===== config.mk =====
export PLATFORM = sky130hd
export DESIGN_NAME = p18_icon_row_painter
export DESIGN_NICKNAME = d
export VERILOG_FILES = /design/src/rtl/p18_pkg.sv /design/src/rtl/p18_blink_ctrl.sv /design/src/rtl/p18_icon_row_painter.sv
export SDC_FILE = /design/constraint.sdc
export NUM_CORES = 1
export LEC_CHECK = 0
export CAP_MARGIN = 25
export CORE_MARGIN = 2
export CORE_UTILIZATION = 45
export CTS_CLUSTER_SIZE = 25
export DETAILED_ROUTE_END_ITERATION = 7
export PLACE_DENSITY = 0.77
export SYNTH_ARGS = -nofsm -noshare
export SYNTH_HDL_FRONTEND = slang
export SYNTH_SLANG_ARGS = --single-unit

===== constraint.sdc =====
create_clock -name clk -period 4 [get_ports clk]
set_input_delay 0.4 -clock clk [delete_from_list [all_inputs] [get_ports clk]]
set_output_delay 0.4 -clock clk [all_outputs]
set_load 0.005 [all_outputs]

===== src/rtl/p18_pkg.sv =====
// Shared types and constants for the icon row painter and its blink controller.
// cnt_width() sizes a counter that has to hold 0..maxval.
package p18_pkg;

  typedef logic [5:0] color_t;

  localparam int H_ACTIVE = 640;
  localparam int V_ACTIVE = 480;

  typedef enum logic [2:0] {
    IDLE,
    LEAD,
    ICON,
    GAP,
    DONE
  } hstate_e;

  function automatic int cnt_width(input int maxval);
    return (maxval < 1) ? 1 : $clog2(maxval + 1);
  endfunction

endpackage


===== src/rtl/p18_blink_ctrl.sv =====
// Per-frame bookkeeping for the icon row: frame tick, shown/prev counts and the
// blink countdown with its on/off phase for icons lost since the last frame.
module p18_blink_ctrl
  import p18_pkg::*;
#(
  parameter int MAX_ICONS    = 3,
  parameter int BLINK_FRAMES = 60,
  parameter int BLINK_HALF   = 8,
  localparam int CW          = cnt_width(MAX_ICONS)
) (
  input  logic          clk_i,
  input  logic          rst_i,
  input  logic [8:0]    vpos_i,
  input  logic [CW-1:0] count_i,
  output logic [CW-1:0] shown_o,
  output logic [CW-1:0] prev_o,
  output logic          blinking_o,
  output logic          phase_o
);

  localparam int BW   = cnt_width(BLINK_FRAMES);
  localparam int HALF = (BLINK_HALF < 1) ? 1 : BLINK_HALF;
  localparam int DW   = cnt_width(HALF - 1);

  localparam logic [CW-1:0] MAX_C      = CW'(MAX_ICONS);
  localparam logic [BW-1:0] BLINK_LOAD = BW'(BLINK_FRAMES);
  localparam logic [DW-1:0] DIV_LAST   = DW'(HALF - 1);

  logic          vpos0_q;
  logic          frame_tick;
  logic [CW-1:0] cnt;
  logic [CW-1:0] shown_q, shown_d;
  logic [CW-1:0] prev_q, prev_d;
  logic [BW-1:0] blink_q, blink_d;
  logic [DW-1:0] div_q, div_d;
  logic          phase_q, phase_d;

  assign frame_tick = (vpos_i == '0) && !vpos0_q;
  assign cnt        = (int'(count_i) > MAX_ICONS) ? MAX_C : count_i;

  // A fresh loss restarts the blink; any gain or the final frame ends it.
  always_comb begin
    shown_d = shown_q;
    prev_d  = prev_q;
    blink_d = blink_q;
    div_d   = div_q;
    phase_d = phase_q;
    if (frame_tick) begin
      shown_d = cnt;
      if ((BLINK_FRAMES > 0) && (cnt < shown_q)) begin
        prev_d  = shown_q;
        blink_d = BLINK_LOAD;
        div_d   = '0;
        phase_d = 1'b1;
      end else begin
        if (blink_q != '0) begin
          blink_d = blink_q - 1'b1;
          if (div_q == DIV_LAST) begin
            div_d   = '0;
            phase_d = !phase_q;
          end else begin
            div_d = div_q + 1'b1;
          end
        end
        if ((cnt >= prev_q) || (cnt > shown_q) || (blink_q == BW'(1))) begin
          prev_d  = cnt;
          blink_d = '0;
          div_d   = '0;
          phase_d = 1'b0;
        end
      end
    end
  end

  always_ff @(posedge clk_i) begin
    if (rst_i) begin
      vpos0_q <= 1'b0;
      shown_q <= '0;
      prev_q  <= '0;
      blink_q <= '0;
      div_q   <= '0;
      phase_q <= 1'b0;
    end else begin
      vpos0_q <= (vpos_i == '0);
      shown_q <= shown_d;
      prev_q  <= prev_d;
      blink_q <= blink_d;
      div_q   <= div_d;
      phase_q <= phase_d;
    end
  end

  assign shown_o    = shown_q;
  assign prev_o     = prev_q;
  assign blinking_o = (blink_q != '0);
  assign phase_o    = phase_q;

endmodule


===== src/rtl/p18_icon_row_painter.sv =====
// Paints a row of identical icons (lives, bombs) with blink-out of lost icons.
// Define P18_ICON_ROUND_CORNERS_EN to clip the four corner pixels of each icon.
module p18_icon_row_painter
  import p18_pkg::*;
#(
  parameter color_t COLOR     = 6'b111111,
  parameter int MAX_ICONS     = 3,
  parameter int ICON_W        = 24,
  parameter int ICON_H        = 4,
  parameter int SPACING       = 16,
  parameter int X_START       = 16,
  parameter int Y_POS         = 474,
  parameter int BLINK_FRAMES  = 60,
  parameter int BLINK_HALF    = 8,
  localparam int CW           = cnt_width(MAX_ICONS)
) (
  input  logic          clk,
  input  logic          rst,
  input  logic          hactive,
  input  logic [9:0]    hpos,
  input  logic [8:0]    vpos,
  input  logic [CW-1:0] count,
  output logic          in_icon,
  output color_t        color
);

  localparam int CNT_MAX_A = (X_START > ICON_W) ? X_START - 1 : ICON_W - 1;
  localparam int CNT_MAX   = (CNT_MAX_A > SPACING - 1) ? CNT_MAX_A : SPACING - 1;
  localparam int TW        = cnt_width(CNT_MAX);

  localparam logic [TW-1:0] LEAD_LOAD = TW'(X_START - 1);
  localparam logic [TW-1:0] ICON_LOAD = TW'(ICON_W - 1);
  localparam logic [TW-1:0] GAP_LOAD  = TW'(SPACING - 1);
  localparam logic [9:0]    Y_TOP     = 10'(Y_POS);
  localparam logic [9:0]    Y_END     = 10'(Y_POS + ICON_H);

  hstate_e       state_q, state_d;
  logic [TW-1:0] ctr_q, ctr_d;
  logic [CW-1:0] idx_q, idx_d;
  logic [CW-1:0] limit_q;
  logic [CW-1:0] shown;
  logic [CW-1:0] prev;
  logic          blinking;
  logic          phase;
  logic [9:0]    vpos_ext;
  logic          in_y;
  logic          visible;
  logic          icon_px;
  logic          unused_hpos;

  p18_blink_ctrl #(
    .MAX_ICONS   (MAX_ICONS),
    .BLINK_FRAMES(BLINK_FRAMES),
    .BLINK_HALF  (BLINK_HALF)
  ) u_blink (
    .clk_i     (clk),
    .rst_i     (rst),
    .vpos_i    (vpos),
    .count_i   (count),
    .shown_o   (shown),
    .prev_o    (prev),
    .blinking_o(blinking),
    .phase_o   (phase)
  );

  // IDLE doubles as the first lead-in cycle so icon 0 lands on index X_START.
  always_comb begin
    state_d = state_q;
    ctr_d   = ctr_q;
    idx_d   = idx_q;
    if (!hactive) begin
      state_d = IDLE;
      ctr_d   = LEAD_LOAD;
      idx_d   = '0;
    end else begin
      unique case (state_q)
        IDLE, LEAD: begin
          if (ctr_q == '0) begin
            if (limit_q == '0) begin
              state_d = DONE;
            end else begin
              state_d = ICON;
              ctr_d   = ICON_LOAD;
            end
          end else begin
            state_d = LEAD;
            ctr_d   = ctr_q - 1'b1;
          end
        end
        ICON: begin
          if (ctr_q == '0) begin
            idx_d = idx_q + 1'b1;
            if ((idx_q + 1'b1) == limit_q) begin
              state_d = DONE;
            end else begin
              state_d = GAP;
              ctr_d   = GAP_LOAD;
            end
          end else begin
            ctr_d = ctr_q - 1'b1;
          end
        end
        GAP: begin
          if (ctr_q == '0) begin
            state_d = ICON;
            ctr_d   = ICON_LOAD;
          end else begin
            ctr_d = ctr_q - 1'b1;
          end
        end
        DONE: begin
          state_d = DONE;
        end
        default: begin
          state_d = IDLE;
        end
      endcase
    end
  end

  always_ff @(posedge clk) begin
    if (rst) begin
      state_q <= IDLE;
      ctr_q   <= LEAD_LOAD;
      idx_q   <= '0;
      limit_q <= '0;
    end else begin
      state_q <= state_d;
      ctr_q   <= ctr_d;
      idx_q   <= idx_d;
      // Only sampled during blanking so a line never changes length mid-scan.
      if (!hactive) begin
        limit_q <= blinking ? prev : shown;
      end
    end
  end

  assign vpos_ext    = {1'b0, vpos};
  assign in_y        = (vpos_ext >= Y_TOP) && (vpos_ext < Y_END);
  assign visible     = (idx_q < shown) || phase;
  assign icon_px     = hactive && (state_q == ICON) && in_y && visible;
  assign unused_hpos = ^hpos;

`ifdef P18_ICON_ROUND_CORNERS_EN
  logic corner;
  assign corner  = (ICON_W >= 3) && (ICON_H >= 3) &&
                   ((ctr_q == ICON_LOAD) || (ctr_q == '0)) &&
                   ((vpos_ext == Y_TOP) || (vpos_ext == (Y_END - 10'd1)));
  assign in_icon = icon_px && !corner;
`else
  assign in_icon = icon_px;
`endif

  assign color = COLOR;

endmodule


==> flow_metrics.tcl <==
set metrics [dict create \
    place_congestion 0.885 \
    yosys-top-cells-count "nor2_1, dfxtp_1, a21oi_1" \
    fmax_mhz 414 \
    synthArstFlopShare_pct 0 \
    die_h_um 66.4 \
    ios 31 \
    worst_slew_margin_rel_pct 52.2 \
    crit_path_end_kind "output pin" \
    h-tree-depth 1 \
    yosysMostFrequentCell "nor2_1" \
    grtUsageTotal_pct 17.0 \
    cts_made_buffers 3 \
    routedLengthMet1_um 1690 \
    setup_slack_ns 1.58 \
    syn_area_mm2 0.00175 \
    tns_ns 0 \
    final-hold-violation-count 0 \
    antenna_found_initial 0 \
    dp_hpwl_um 2530 \
    clk_pin_slew_worst_paths_ns 0.09 \
    drv_slew 0 \
    clock_latency_ns 0.27 \
    worstHoldStart "u_blink.div_q[0]$_SDFFE_PP0P_" \
    drtPass1Iterations 4 \
    grt_pass1_wl_um 5860 \
    ir_drop_uv 122 \
    design.die.area_mm2 0.00441 \
    dp_slack_ns 1.41 \
    cp-start-kind "flop" \
    vias 1484 \
    io_buffers 14 \
    setup_viol 0 \
    nets 256 \
    hold_path.class "reg -> reg" \
    vias_per_cell 5.58 \
    yosys-top-cells-area "dfxtp_1, ha_1, nor2_1" \
    synth_edf_count 0 \
    reg2reg_from "u_blink.prev_o[0]$_SDFFE_PP0P_" \
    ys_warn_count 0 \
    critPathKind "reg -> out" \
    cts_hold_repair.buffers 0 \
    diodes 0 \
    timing.rr.end "u_blink.blink_q[0]$_SDFFE_PP0P_" \
    tritoncts "done" \
    arrival_ns 2.02 \
    drive_gt1_share_pct 8.72 \
    finalPower_mw 0.472 \
    fin_skew_ns 0.00219 \
    critPathMaxFanout 3 \
    post_cts_resized 0 \
    ys_types 57 \
    yosys.area.top_type "dfxtp_1" \
    routed.top_layer "met4" \
    wl_met2_um 1510 \
    wirelength_um 3440 \
    syn-instance-count 209 \
    reg2reg_slack_ns 2.04 \
    leakage_nw 0.703 \
    synth_seq_cells 27 \
    wl_per_cell_um 12.9 \
    cellPowerDensity_mw_per_mm2 246 \
    clockBufferDepth 2 \
    drc_errors 0 \
    route.met3.wl_um 211 \
    period_share_pct 60.4 \
    core_mm2 0.00372 \
    fin_area_mm2 0.00192 \
    tightest_slew_ns 0.715 \
    min_path_cells 2 \
    cts_root_buffer "clkbuf_8" \
    rsz0062_at_grt "no" \
    reg2regPathDepth 6 \
    period_minus_slack_ns 2.42 \
    required_ns 3.60 \
    drtIter0Drc 149 \
    syn2layout_area_growth_pct 9.70 \
    hold_end "u_blink.div_q[0]$_SDFFE_PP0P_" \
    ant_nets 0 \
    syn_avg_cell_area_um2 8.39 \
    grt_start_max_net_pins 21 \
    nFillCells 358 \
    netlist.area_leader.share_pct 30.8 \
    max_cap_viol_count 0 \
    place_area_mm2 0.00188 \
    die_w_um 66.4 \
    ys.flop_type "dfxtp_1" \
    row_count 22 \
    status "finished, final reports clean" \
    ys_seq_area_share_pct 30.8 \
    grt.overflow.total 0 \
    cts_setup_buffers 0 \
    cts.sinks 27 \
    final_util_pct 51.8 \
    start_util_pct 47.2 \
    first_global_vias 1306 \
]
## report_power, final
group          switching, mW  internal [mW]
clock network         0.0859         0.0714
logic                 0.0232         0.0207
registers            0.00114          0.270
total                  0.110          0.362
## worst max-delay path by stage
stage                                               start                               to  slack (ns)  depth (start not counted)
final                     u_blink.shown_o[1]$_SDFFE_PP0P_                          in_icon        1.58                          6
after CTS                 u_blink.shown_o[1]$_SDFFE_PP0P_                          in_icon        1.58                          6
after global routing              state_q[1]$_SDFFE_PP0P_                          in_icon        1.43                          4
after global placement                           count[0]  u_blink.blink_q[0]$_SDFFE_PP0P_        1.43                          8
after floorplan                                  count[0]  u_blink.blink_q[0]$_SDFFE_PP0P_        2.08                          7
after detailed placement                         count[0]  u_blink.blink_q[5]$_SDFFE_PP0P_        1.41                          8
## layer usage
metal | track usage (%) | up-vias
met5 | 0 | -
met4 | 6.12 | 0
met3 | 3.41 | 2
met2 | 25.8 | 46
met1 | 23.8 | 683
li1 | - | 753
## state kept, by name, indices dropped and copies added, names as in the netlist
name and count:
ctr_q 5, idx_q 2, limit_q 2, state_q 3
u_blink.blink_q 6, u_blink.div_q 3, u_blink.phase_o 1, u_blink.prev_o 2
u_blink.shown_o 2, u_blink.vpos0_q 1
## layout make-up
class | instances | area [um2] | area share, %
Timing Repair Buffer | 14 | 140 | 7.28
Inverter | 11 | 41.3 | 2.15
Multi-Input combinational cell | 162 | 1100 | 57.0
Tap cell | 48 | 60.1 | 3.12
Sequential cell | 27 | 541 | 28.1
Clock buffer | 4 | 45.0 | 2.34
## per-stage QoR
step           std cells  hold slack, ns
3_3_place_gp         262           0.464
4_1_cts              266           0.497
2_1_floorplan        214           0.450
6_report             266           0.498
5_1_grt              266           0.526
3_5_place_dp         262           0.483
## critical path, cell delays in order (launching register included)
cell and delay, ns:
dfxtp_1 0.37, inv_1 0.09, ha_1 0.28, a21oi_1 0.14, nor2_1 0.06, nor4_1 0.27, clkdlybuf4s50_1 0.54
## cell usage in the layout, fill, tap and decap left out, types with 5 or more instances in the layout
master and count:
nor2_1 32, dfxtp_1 27, a21oi_1 15, clkdlybuf4s50_1 14
nand2_1 13, ha_1 13, inv_1 11, nand3_1 7
nor3_1 6, conb_1 6, nor4_1 5
## logic make-up after synthesis
| family | after synthesis | share of synthesized area (%) |
|---|---|---|
| DFF | 27 | 30.8 |
| and+or+nand+nor | 87 | 26.5 |
| other | 1 | 0.214 |
| buffers and inverters | 25 | 7.70 |
| muxes | 4 | 2.35 |
| AOI/OAI and AO/OA | 46 | 20.1 |
| adders and majority gates | 13 | 9.27 |
| xor gates and xnor gates | 6 | 3.00 |
(Power assumes the default switching activity.)
